<file path="src/rtl/rk_dma_pkg.sv">
// Shared types, defaults and the round-robin pick helper for the RK8E/SD DMA arbiter.
package rk_dma_pkg;

  typedef enum logic [1:0] {
    IDLE = 2'b00,
    REQ  = 2'b01,
    OWN  = 2'b10,
    GAP  = 2'b11
  } arbSTATE_t;

  localparam int DEF_GAP     = 4;
  localparam int DEF_TIMEOUT = 1024;
  localparam int RR_MAXCH    = 8;

  // First set bit of req at or after ptr, wrapping modulo nch.
  // Result is {valid, index}; request vectors are zero-extended to 8 bits.
  function automatic logic [3:0] rr_pick(input logic [7:0] req,
                                         input logic [2:0] ptr,
                                         input int         nch);
    logic       found;
    logic [2:0] idx;
    int         n;
    int         cand;
    found = 1'b0;
    idx   = 3'd0;
    n     = (nch < 1) ? 1 : nch;
    for (int k = 0; k < RR_MAXCH; k++) begin
      cand = (int'(ptr) + k) % n;
      if ((k < n) && !found && req[cand[2:0]]) begin
        found = 1'b1;
        idx   = cand[2:0];
      end else begin
        found = found;
      end
    end
    return {found, idx};
  endfunction

endpackage

</file>
<file path="src/rtl/rk_dma_rrpick.sv">
// Combinational round-robin priority encoder: request vector + pointer -> winner index.
module rk_dma_rrpick
  import rk_dma_pkg::*;
#(
  parameter int NCH = 2,
  parameter int PW  = 1
) (
  input  logic [NCH-1:0] req,
  input  logic [PW-1:0]  ptr,
  output logic [PW-1:0]  idx,
  output logic           valid
);

  logic [7:0] req_s;
  logic [3:0] res_s;

  // Widen the request vector to the helper's fixed width and pick the winner.
  always_comb begin
    req_s          = 8'h00;
    req_s[NCH-1:0] = req;
    res_s          = rr_pick(req_s, 3'(ptr), NCH);
    idx            = PW'(res_s[2:0]);
    valid          = res_s[3];
  end

endmodule

</file>
<file path="src/rtl/rk_dma_arb.sv">
// Merges NCH sd-style DMA masters onto the single PDP-8 DMA port with
// round-robin fairness, an upstream hold-off gap and a per-channel stall watchdog.
module rk_dma_arb
  import rk_dma_pkg::*;
#(
  parameter int NCH     = 2,
  parameter int AW      = 15,
  parameter int DW      = 12,
  parameter int GAP     = DEF_GAP,
  parameter int TIMEOUT = DEF_TIMEOUT,
  localparam int OW     = (NCH > 1) ? $clog2(NCH) : 1
) (
  input  logic              clk,
  input  logic              reset,
  input  logic              clear,
  input  logic [NCH-1:0]    chREQ,
  input  logic [NCH-1:0]    chRD,
  input  logic [NCH-1:0]    chWR,
  input  logic [NCH*AW-1:0] chADDR,
  input  logic [NCH*DW-1:0] chDOUT,
  output logic [NCH-1:0]    chGNT,
  output logic [DW-1:0]     chDIN,
  output logic              dmaREQ,
  input  logic              dmaGNT,
  output logic [AW-1:0]     dmaADDR,
  output logic [DW-1:0]     dmaDOUT,
  output logic              dmaRD,
  output logic              dmaWR,
  input  logic [DW-1:0]     dmaDIN,
  output logic [OW-1:0]     owner,
  output logic [NCH-1:0]    errFLAG,
  input  logic [NCH-1:0]    errCLR
);

  localparam int              WW       = $clog2(TIMEOUT);
  localparam logic [OW-1:0]   LAST_CH  = OW'(NCH - 1);
  localparam logic [WW-1:0]   WD_LAST  = WW'(TIMEOUT - 1);
  localparam logic [7:0]      GAP_LAST = 8'(GAP - 1);

  arbSTATE_t       state_q, state_d;
  logic [OW-1:0]   owner_q, owner_d;
  logic [OW-1:0]   rr_q, rr_d;
  logic [7:0]      gap_q, gap_d;
  logic [WW-1:0]   wd_q, wd_d;
  logic            dma_req_q, dma_req_d;
  logic [NCH-1:0]  ch_gnt_q, ch_gnt_d;
  logic [NCH-1:0]  err_flag_q, err_flag_d;

  logic [NCH-1:0]  elig_s;
  logic [NCH-1:0]  owner_oh_s;
  logic [NCH-1:0]  err_set_s;
  logic [OW-1:0]   pick_idx_s;
  logic            pick_vld_s;
  logic [OW-1:0]   rr_next_s;
  logic            own_req_s;
  logic            own_stb_s;
  logic            own_gnt_s;
  logic            wd_hit_s;

  // Channels with a sticky watchdog error sit out arbitration until cleared.
  rk_dma_rrpick #(
    .NCH (NCH),
    .PW  (OW)
  ) u_pick (
    .req   (elig_s),
    .ptr   (rr_q),
    .idx   (pick_idx_s),
    .valid (pick_vld_s)
  );

  // Views of the current owner channel shared by the FSM and the data muxes.
  always_comb begin
    elig_s    = chREQ & ~err_flag_q;
    own_req_s = chREQ[owner_q];
    own_stb_s = chRD[owner_q] | chWR[owner_q];
    own_gnt_s = ch_gnt_q[owner_q];
    for (int i = 0; i < NCH; i++) begin
      owner_oh_s[i] = (owner_q == OW'(i));
    end
    if (owner_q == LAST_CH) begin
      rr_next_s = '0;
    end else begin
      rr_next_s = owner_q + OW'(1);
    end
  end

  // Next-state logic: arbitration, grant hand-off, watchdog and hold-off gap.
  always_comb begin
    state_d   = state_q;
    owner_d   = owner_q;
    rr_d      = rr_q;
    gap_d     = gap_q;
    wd_d      = wd_q;
    dma_req_d = dma_req_q;
    ch_gnt_d  = ch_gnt_q;
    err_set_s = '0;
    wd_hit_s  = 1'b0;
    case (state_q)
      IDLE: begin
        ch_gnt_d  = '0;
        if (pick_vld_s) begin
          owner_d   = pick_idx_s;
          dma_req_d = 1'b1;
          state_d   = REQ;
        end else begin
          dma_req_d = 1'b0;
          state_d   = IDLE;
        end
      end
      REQ: begin
        ch_gnt_d = '0;
        if (!own_req_s) begin
          // Master gave up before the CPU answered: no grant, still honour the gap.
          dma_req_d = 1'b0;
          gap_d     = 8'd0;
          state_d   = rk_dma_pkg::GAP;
        end else if (dmaGNT) begin
          dma_req_d = 1'b1;
          ch_gnt_d  = owner_oh_s;
          wd_d      = '0;
          state_d   = OWN;
        end else begin
          dma_req_d = 1'b1;
          state_d   = REQ;
        end
      end
      OWN: begin
        wd_hit_s = ~own_stb_s & (wd_q == WD_LAST);
        if (!own_req_s || wd_hit_s) begin
          if (wd_hit_s) begin
            err_set_s = owner_oh_s;
          end else begin
            err_set_s = '0;
          end
          ch_gnt_d  = '0;
          dma_req_d = 1'b0;
          rr_d      = rr_next_s;
          gap_d     = 8'd0;
          state_d   = rk_dma_pkg::GAP;
        end else if (!dmaGNT) begin
          // CPU took the bus back: keep the owner and ask again.
          ch_gnt_d  = '0;
          dma_req_d = 1'b1;
          state_d   = REQ;
        end else begin
          ch_gnt_d  = owner_oh_s;
          dma_req_d = 1'b1;
          if (own_stb_s) begin
            wd_d = '0;
          end else begin
            wd_d = wd_q + WW'(1);
          end
          state_d = OWN;
        end
      end
      rk_dma_pkg::GAP: begin
        ch_gnt_d  = '0;
        dma_req_d = 1'b0;
        // The last gap cycle doubles as the arbitration cycle so that the
        // upstream request stays low for exactly GAP cycles.
        if (gap_q >= GAP_LAST) begin
          if (pick_vld_s) begin
            owner_d   = pick_idx_s;
            dma_req_d = 1'b1;
            state_d   = REQ;
          end else begin
            state_d   = IDLE;
          end
        end else begin
          gap_d   = gap_q + 8'd1;
          state_d = rk_dma_pkg::GAP;
        end
      end
      default: begin
        ch_gnt_d  = '0;
        dma_req_d = 1'b0;
        state_d   = IDLE;
      end
    endcase
    // A watchdog set beats a simultaneous software clear of the same bit.
    err_flag_d = (err_flag_q & ~errCLR) | err_set_s;
  end

  // Owner-channel data path; nothing reaches memory unless a grant is held.
  always_comb begin
    chDIN = dmaDIN;
    if (own_gnt_s) begin
      dmaADDR = chADDR[int'(owner_q)*AW +: AW];
      dmaDOUT = chDOUT[int'(owner_q)*DW +: DW];
      dmaRD   = chRD[owner_q];
      dmaWR   = chWR[owner_q];
    end else begin
      dmaADDR = '0;
      dmaDOUT = '0;
      dmaRD   = 1'b0;
      dmaWR   = 1'b0;
    end
  end

  // State and registered outputs; IOCLR resets everything but the error flags.
  always_ff @(posedge clk) begin
    if (reset) begin
      state_q    <= IDLE;
      owner_q    <= '0;
      rr_q       <= '0;
      gap_q      <= 8'd0;
      wd_q       <= '0;
      dma_req_q  <= 1'b0;
      ch_gnt_q   <= '0;
      err_flag_q <= '0;
    end else if (clear) begin
      state_q    <= IDLE;
      owner_q    <= '0;
      rr_q       <= '0;
      gap_q      <= 8'd0;
      wd_q       <= '0;
      dma_req_q  <= 1'b0;
      ch_gnt_q   <= '0;
      err_flag_q <= err_flag_q & ~errCLR;
    end else begin
      state_q    <= state_d;
      owner_q    <= owner_d;
      rr_q       <= rr_d;
      gap_q      <= gap_d;
      wd_q       <= wd_d;
      dma_req_q  <= dma_req_d;
      ch_gnt_q   <= ch_gnt_d;
      err_flag_q <= err_flag_d;
    end
  end

  assign chGNT   = ch_gnt_q;
  assign dmaREQ  = dma_req_q;
  assign owner   = owner_q;
  assign errFLAG = err_flag_q;

endmodule

</file>
<file path="config.mk">
export PLATFORM = sky130hd
export DESIGN_NAME = rk_dma_arb
export DESIGN_NICKNAME = d
export VERILOG_FILES = /design/src/rtl/rk_dma_pkg.sv /design/src/rtl/rk_dma_rrpick.sv /design/src/rtl/rk_dma_arb.sv
export SDC_FILE = /design/constraint.sdc
export NUM_CORES = 1
export LEC_CHECK = 0
export ABC_AREA = 1
export ABC_CLOCK_PERIOD_IN_PS = 1900
export BUFFER_PORTS_ARGS = -buffer_cell sky130_fd_sc_hd__buf_4
export CAP_MARGIN = 20
export CORE_ASPECT_RATIO = 0.75
export CORE_MARGIN = 8
export CORE_UTILIZATION = 35
export DETAILED_ROUTE_END_ITERATION = 7
export HOLD_SLACK_MARGIN = 0.12
export PLACE_DENSITY_LB_ADDON = 0.25
export SYNTH_ARGS = -nofsm -noshare
export SYNTH_HDL_FRONTEND = slang
export SYNTH_SLANG_ARGS = --single-unit
export TNS_END_PERCENT = 1
</file>
<file path="constraint.sdc">
create_clock -name clk -period 1.9 [get_ports clk]
set_input_delay 0.285 -clock clk [delete_from_list [all_inputs] [get_ports clk]]
set_output_delay 0.285 -clock clk [all_outputs]
set_load 0.01 [all_outputs]
</file>
# After elaboration in Yosys (flattened, before gate mapping)
# Cells that the tools add are included.
[op_classes]
addsub = 4
multipliers = 2
n_div = 0
magnitude_cmp = 4
n_eq_ne = 12
shifts = 2
mux = 53
bitwise = 10
reduce_logical = 14
[op_table]
columns = ["op", "count"]
rows = [
  ["two-way mux 10 bit", 5],
  ["variable part select 30 x 6 -> 15 bit", 1],
  ["two-way mux 1 bit", 25],
  ["two-way mux 8 bit", 3],
  ["one-hot mux 8 bit (3 select lines)", 1],
  ["variable part select 24 x 6 -> 12 bit", 1],
  ["two-way mux 2 bit", 11],
  ["one-hot mux 10 bit (2 select lines)", 1],
  ["!= test 2 bit (second input constant)", 8],
  ["two-way mux 15 bit", 1],
  ["two-way mux 12 bit", 1],
  ["adder 10 x 1 -> 10 bit (second input constant)", 1],
  ["equality test 10 bit (second input constant)", 1],
  ["adder 8 x 1 -> 8 bit (second input constant)", 1],
  ["greater-or-equal comparator 8 x 2 -> 1 bit (second input constant)", 1],
  ["one-hot mux 2 bit (4 select lines)", 1],
  ["one-hot mux 2 bit (3 select lines)", 1],
  ["multiplier 1 x 4 -> 5 bit (second input constant)", 1],
  ["AND reduction 5 bit", 1],
  ["AND 2 bit", 2],
  ["equality test 2 bit (second input constant)", 2],
  ["less-than comparator 1 x 4 -> 1 bit (second input constant)", 1],
  ["less-than comparator 3 x 4 -> 1 bit (second input constant)", 1],
  ["NOT 2 bit", 2],
  ["21 further kinds", 27],
]
[word_totals]
reg_bits = 27
latchBits = 0
mem_bits_rw = 0
rom_bits = 0
input_bits = 78
output_inout_bits = 47
elab_cells = 109
n_memories = 0

# Longest topological paths before layout
# Gate-level depths: netlist (run 1).
[depth]
ltp_word = 11
mapped_depth = 11

# By module
# From an unflattened synthesis (run 1), not the netlist that was laid out.
[unflattened]
cells_unflattened = 402
area_unflattened_um2 = 2250.9
[modules_own_cells]
columns = ["mod", "n_inst", "cells_per_inst", "area_per_inst_um2"]
rows = [
  ["rk_dma_arb", 1, 398, 2232.1],
  ["rk_dma_rrpick", 1, 4, 18.8],
]

# Worst setup path after synthesis (run 1)
# Ideal clock, no wire load.
[synth_timing]
path_type = "register to register"
from = "register wd_q[0]"
to = "register wd_q[0]"
t_arrival_ps = 1433
required_ps = 1785
path_slack_ps = 352
path_stages_with_launch = 10
path_buffers = 1
period_less_slack_ps = 1548
cell_sequence = "dfxtp_1 > ha_1 > nand2_1 > nor2_2 > nand3_1 > o21bai_4 > nand2_2 > buf_2 > a21oi_1 > nor2_1"
[synth_via]
elab_chain_cells = 5
[synth_lines]
columns = ["item", "line", "source"]
rows = [
  ["start, declared", "rk_dma_arb.sv:44", "logic [WW-1:0] wd_q, wd_d;"],
  ["start signal, assigned", "rk_dma_arb.sv:225", "wd_q <= wd_d;"],
  ["adder 10 x 1 -> 10 bit or equality test 10 bit (tied branches)", "rk_dma_arb.sv:151, rk_dma_arb.sv:128", ""],
  ["two-way mux 10 bit or AND 1 bit (tied branches)", "rk_dma_arb.sv:148, rk_dma_arb.sv:128", ""],
  ["two-way mux 10 bit or logical OR 1 bit (tied branches)", "rk_dma_arb.sv:140, rk_dma_arb.sv:129", ""],
  ["two-way mux 10 bit or != test 2 bit (tied branches)", "n/a", ""],
  ["one-hot mux 10 bit (2 select lines) or AND reduction 5 bit (tied branches)", "n/a", ""],
]
# Parallel ways exist; a longest one is shown, timed or not. The select of a mux whose other input is x is not followed.
# A chain may end at the register's enable or synchronous reset.

# Worst setup path after layout (run 1)
[layout_timing]
from = "register owner_q, in the netlist owner"
to = "output port dmaDOUT[9]"
[layout_via]
elab_chain_cells = 3
[layout_lines]
columns = ["item", "line", "source"]
rows = [
  ["start, declared", "rk_dma_arb.sv:41", "logic [OW-1:0] owner_q, owner_d;"],
  ["start signal, assigned", "rk_dma_arb.sv:222", "owner_q <= owner_d;"],
  ["multiplier 1 x 2 -> 3 bit or two-way mux 1 bit (tied branches)", "rk_dma_arb.sv:189, rk_dma_arb.sv:76", ""],
  ["variable part select 24 x 6 -> 12 bit or two-way mux 1 bit (tied branches)", "rk_dma_arb.sv:189, rk_dma_arb.sv:76", ""],
  ["two-way mux 12 bit *", "rk_dma_arb.sv:187", "if (own_gnt_s) begin"],
  ["end, declared", "rk_dma_arb.sv:26", "output logic [DW-1:0] dmaDOUT,"],
]
# Mark *: on every way between the ends. The rest lies on a longest branch, timed or not. The select of a mux whose other input is x is not followed.

==> results of run 1 <==
-- through the flow --
| step | power [mW] | instances | instance area, um^2 |
|---|---|---|---|
| 2_1_floorplan | 0.815 | 407 | 2270 |
| 3_3_place_gp | 0.964 | 568 | 3010 |
| 3_5_place_dp | 0.969 | 568 | 3010 |
| 4_1_cts | 1.32 | 574 | 3100 |
| 5_1_grt | 1.40 | 574 | 3130 |
| 6_report | 1.32 | 574 | 3130 |
-- sequential cells by signal, summed over array words and instances (netlist names) --
name     flops
dmaREQ       1
chGNT        2
rr_q         1
owner        1
gap_q        8
errFLAG      2
state_q      2
wd_q        10
-- layout make-up --
| type | count | area [um^2] |
|---|---|---|
| flip-flops and latches | 27 | 547 |
| inverters | 58 | 223 |
| fillers | 645 | 3160 |
| repair buffers | 106 | 816 |
| repair inverters | 1 | 7.51 |
| multi-input cells | 297 | 1380 |
| well taps | 81 | 101 |
| clock buffers | 3 | 41.3 |
| clock inverters | 1 | 7.51 |
-- power by group --
group | switching [mW] | leakage (nW) | total [mW] | internal, mW
clock network | 0.199 | 0.0217 | 0.348 | 0.149
registers | 0.0101 | 0.220 | 0.584 | 0.574
logic | 0.194 | 1.49 | 0.388 | 0.194
-- worst max-delay path, delay by kind of cell, from the launching register on --
family / cells / cell delay, ps
AND/OR/NAND/NOR: 2 / 300
buffers and inverters: 5 / 520
AO/OA/AOI/OAI: 1 / 90
flip-flops: 1 / 390
-- how the worst min path moves through the flow --
stage	startpoint	to	slack [ps]
detailed placement	gap_q[3]	gap_q[3]	430
finish	reset	errFLAG[0]	170
floorplan	reset	errFLAG[0]	350
global route	reset	errFLAG[1]	170
global placement	gap_q[7]	gap_q[7]	430
CTS	reset	errFLAG[0]	170
-- metal layers --
layer / vias up / routed length (um) / track usage [%]
met5: - / 0 / 0
met4: 0 / 40 / 1.98
met3: 12 / 549 / 4.64
met2: 65 / 3370 / 25.5
met1: 1122 / 3260 / 19.1
li1: 1387 / - / -
-- cells in the final DEF, fill, tap and decap left out --
master,count
ha_2,1
nor2_4,1
o21a_1,1
buf_12,1
clkinvlp_4,2
nand2_4,1
nand3_1,29
nand2_2,7
nor2_2,3
and2_1,1
o21ai_2,2
or2_2,4
dfxtp_4,1
inv_1,56
buf_4,104
inv_2,1
nor4_2,1
or2_4,1
dfxtp_1,24
o21ai_4,1
o21bai_4,1
clkbuf_8,3
nor4_1,2
o21ai_1,2
buf_8,1
ha_1,6
nand3b_1,1
a21oi_1,16
dfxtp_2,2
nor2_1,39
o21ai_0,6
nand2_1,168
nand4_1,2
inv_6,1
nor2_8,1
-- cells by family (layout without fill, tap and decap cells) --
logic type	count (synthesis)	in the layout	share of synthesized area, %
compound gates	29	29	7.43
fa+ha+maj	7	7	3.85
buf+inv	83	169	16.7
flops	27	27	23.8
simple gates	261	261	48.2
-- repair_timing --
action / 4_1_cts / 5_1_grt
resized for setup: 9 / 10
cloned: 1 / 0
endpoints found under the setup margin: 27 / 46
setup buffers: 1 / 0
hold buffers: 0 / 0
==> results.yml, run 1 <==
worst_setup_path:
  startpoint_type: "flop"
  setup.worst_path.end_class: "output pin"
  critPathRequiredTime_ps: 1620
  r2r_end: "wd_q[7]"
  r2r_start: "state_q[0]"
  crit_arrival_ps: 1580
  crit_path_cell_trace: "inv_6 > or2_4 > o21ai_4 > clkinvlp_4 > buf_8 > nand2_1 > inv_1 > buf_4"
  max_stage_delay_ps: 390
  rrSetupSlack_ps: 180
  slowest_stage: "dfxtp_4"
  crit_fanout: 13
  cp-startpoint: "owner"
  ff2ff_path_depth: 8
  path_class: "reg -> out"
  crit_path_end: "dmaDOUT[9]"
routing:
  remaining_drc_errors: 0
  vias: 2586
  wl_mm: 7.22
  via_per_inst: 4.51
  dr.pass1.iters: 4
  antenna_left: 0
  wl_per_cell_um: 12.6
  drt_iter0_markers: 112
synth:
  synth_top_flop_cell: "dfxtp_1"
  yosysUniqueCellTypes: 27
  yosysWarnings: 0
  syn_area_per_cell_um2: 5.58
  seq_area_frac_synth_pct: 23.8
  mappedNetlistNets: 492
  synth_enable_flop_cells: 0
  synthTopCellsByCount: "nand2_1 (168), inv_1 (56), nor2_1 (40)"
  synthTopCellsByArea: "nand2_1 (28%), dfxtp_1 (24%), inv_1 (9.3%)"
  synth_top_area_share_pct: 27.8
  syn_area_um2: 2270
  synth-seq-cells: 27
  netlist_instances: 407
  yosysMostFrequentCell: "nand2_1"
  ys_async_sr_fraction_pct: 0
  synth_top_cell_by_area: "nand2_1"
cts:
  insertion_delay_ps: 280
  cts_tree: "yes"
  path_clk_slew_ps: 100
  cts_root_buffer: "clkbuf_8"
  cts.sinks: 27
  cts_buffers: 3
  htree_levels: 1
  clock_path_buffers: 2
sta:
  tightest_slew_ps: 477
  timing.hold.ws_ps: 165
  rsz0062_at_grt: "true"
  setup_tns_ps: 0
  slew_viol_final: 0
  slew_headroom_pct: 68.2
  fin_crit_ps: 1870
  fin_ws_ps: 33.2
  clock-skew-final_ps: 2.66
  hold_viol_final: 0
  setup_viol: 0
  fin_crit_sh_pct: 98.3
  max_freq_mhz: 536
layout:
  final_util_pct: 49.7
  syn2layout_area_growth_pct: 37.6
  nNetsFinal: 579
  num_antenna_cells: 0
  drive_above_1_share_pct: 28.4
grt:
  grt_max_degree: 40
  grt_usage_pct: 15.2
  grt.overflow.total: 0
  antenna_found_initial: 0
  grt_pass1_wl_mm: 11.9
  grt_pass1_vias: 2494
power:
  p_leak_nw: 1.73
  vdd_ir_drop_max_mv: 0.293
  p_per_area_nw_per_um2: 422
floorplanning:
  core_um2: 6290
  die_w_um: 109
  start_util_pct: 36.1
  die_y_um: 85.8
  die-area_um2: 9350
  row_count: 25
  ioPinCount: 125
worst_hold_path:
  holdPathStages: 2
  hold_path.class: "in -> reg"
outcome:
  status: "completed"
placement:
  place_worst_setup_slack_ps: 94.6
  place_congestion: 0.943
  dp_hpwl_mm: 5.56
  portBuffers: 100
job:
  timing.max_cap.violations: 0
Note: power is estimated with default switching activity, not from simulation.
==> inputs of run 2 (changes only) <==
BUFFER_PORTS_ARGS = -buffer_cell sky130_fd_sc_hd__buf_2   (was -buffer_cell sky130_fd_sc_hd__buf_4)
CORE_UTILIZATION = 45   (was 35)
==> run 2 against run 1 <==
Net effect: sequential power is essentially flat; final area decreased by 6.4%; worst setup slack lost 3.4 ps; via count is 3.9% higher; utilization increased by 10 points; clock power increased by 1%; clock skew hardly changed; die area shrank 19%; final cell count decreased by 2.8%; critical path depth stayed put; largest cell class unchanged.
==> results.yml, run 2 (same netlist as run 1, synthesis figures left out) <==
outcome:
  status: "completed"
floorplanning:
  die_w_um: 98.1
  die-area_um2: 7600
  core_um2: 4870
  ioPinCount: 125
  start_util_pct: 46.6
  row_count: 22
  die_y_um: 77.5
sta:
  fin_crit_sh_pct: 98.4
  fin_crit_ps: 1870
  setup_viol: 0
  slew_viol_final: 0
  hold_viol_final: 0
  tightest_slew_ps: 536
  slew_headroom_pct: 63.9
  timing.hold.ws_ps: 179
  rsz0062_at_grt: "true"
  fin_ws_ps: 29.9
  max_freq_mhz: 535
  clock-skew-final_ps: 2.60
grt:
  grt_pass1_vias: 2402
  groute.layer.met1.usage_pct: 19.9
  grt_pass1_wl_mm: 11.0
  met2_usage_pct: 29.9
  grt_usage_pct: 16.8
  grt_max_degree: 26
  grt_use_met3_pct: 4.28
  grt.busiest_layer: "met2"
  antenna_found_initial: 0
  grt.overflow.total: 0
layout:
  stdcell_count: 558
  largest_reg_flops: 10
  num_antenna_cells: 0
  final_cell_mix: "nand2_1 (163), buf_2 (97), inv_1 (56)"
  syn2layout_area_growth_pct: 28.8
  final_area_um2: 2930
  reg_top3: "wd_q x10, gap_q x8"
  largest_register: "wd_q"
  nNetsFinal: 584
  drive_above_1_share_pct: 29.3
  layout_commonest_cell: "nand2_1"
power:
  p_clk_share_pct: 27.4
  combPwrFrac_pct: 27.5
  seq_power_share_pct: 45.1
  p_leak_nw: 1.71
  vdd_ir_drop_max_mv: 0.446
  p_per_area_nw_per_um2: 441
  p_sw_uw: 407
  swShare_pct: 31.5
  internal_power_uw: 885
placement:
  portBuffers: 100
  dpl_cell_area_um2: 2730
  dp_cells: 548
  place_worst_setup_slack_ps: 134
  place_congestion: 0.864
  dp_hpwl_mm: 5.23
worst_setup_path:
  slowest_stage: "dfxtp_4"
  crit_arrival_ps: 1590
  critPathRequiredTime_ps: 1620
  crit_path_cell_trace: "inv_8 > or2_4 > o21ai_4 > clkinvlp_4 > clkbuf_16 > nand2_1 > inv_1 > buf_2"
  startpoint_type: "flop"
  path_class: "reg -> out"
  crit_fanout: 6
  setup.worst_path.end_class: "output pin"
  max_stage_delay_ps: 400
cts:
  insertion_delay_ps: 280
  path_clk_slew_ps: 100
  cts_tree: "yes"
  clock_path_buffers: 2
  htree_levels: 1
  cts.sinks: 27
  cts_buffers: 3
  cts_root_buffer: "clkbuf_8"
  postCtsHoldBufs: 0
job:
  timing.max_cap.violations: 0
routing:
  wl_per_cell_um: 12.3
  via_per_inst: 4.82
  dr.pass1.iters: 4
  wl_mm: 6.87
  vias: 2687
  remaining_drc_errors: 0
  antenna_left: 0
  drt_iter0_markers: 165
worst_hold_path:
  hold_path.class: "in -> reg"
-- run 2: metrics by stage --
stage	total power, mW	utilization, %	TNS, ps
finish	1.29	60.1	0
floorplan	0.815	-	0
CTS	1.28	57.6	0
global placement	0.909	56.1	0
global route	1.37	60.1	-203
detailed placement	0.916	56.1	0
-- run 2: final cells by class --
class | instances | area, um^2
repair buffers | 111 | 631
flip-flops and latches | 27 | 544
clock buffers | 3 | 41.3
fillers | 477 | 1950
clock inverters | 1 | 8.76
well taps | 60 | 75.1
inverters | 58 | 228
repair inverters | 1 | 7.51
multi-input cells | 297 | 1390
-- run 2: per-layer routing --
layer  wire (um)  part of all wire (%)
met4         214                   3.1
met3         508                   7.4
met1        3010                    44
met2        3130                    46
met5           0                     0
-- run 2: power by group through the flow --
stage                     logic [mW]  registers (mW)  clock network, mW
after floorplan                0.219           0.596                  0
after global placement         0.314           0.595                  0
after detailed placement       0.321           0.595                  0
after CTS                      0.329           0.583              0.363
after global routing           0.401           0.584              0.383
final                          0.355           0.583              0.353
-- run 2: timing repair --
| item | in CTS | in global routing |
|---|---|---|
| pin swaps | 0 | 1 |
| gates resized for setup | 6 | 21 |
| gates cloned | 1 | 1 |
| setup buffers | 1 | 3 |
| setup endpoints to repair | 27 | 47 |
-- run 2: critical path, delay by kind of cell, from the launching register on --
kind	cells	cell delay (ps)
flip-flops	1	400
AO/OA/AOI/OAI	1	80
buffers and inverters	5	530
AND/OR/NAND/NOR	2	280
-- run 2: worst paths after layout --
path                              endpoint        from  slack [ps]  cells past startpoint
worst min-delay path            errFLAG[0]       reset         180                      2
worst max-delay path            dmaADDR[6]       owner          30                      8
worst min register to register    gap_q[4]    gap_q[4]         450                      2
worst max register to register    gap_q[0]  state_q[1]         110                      7
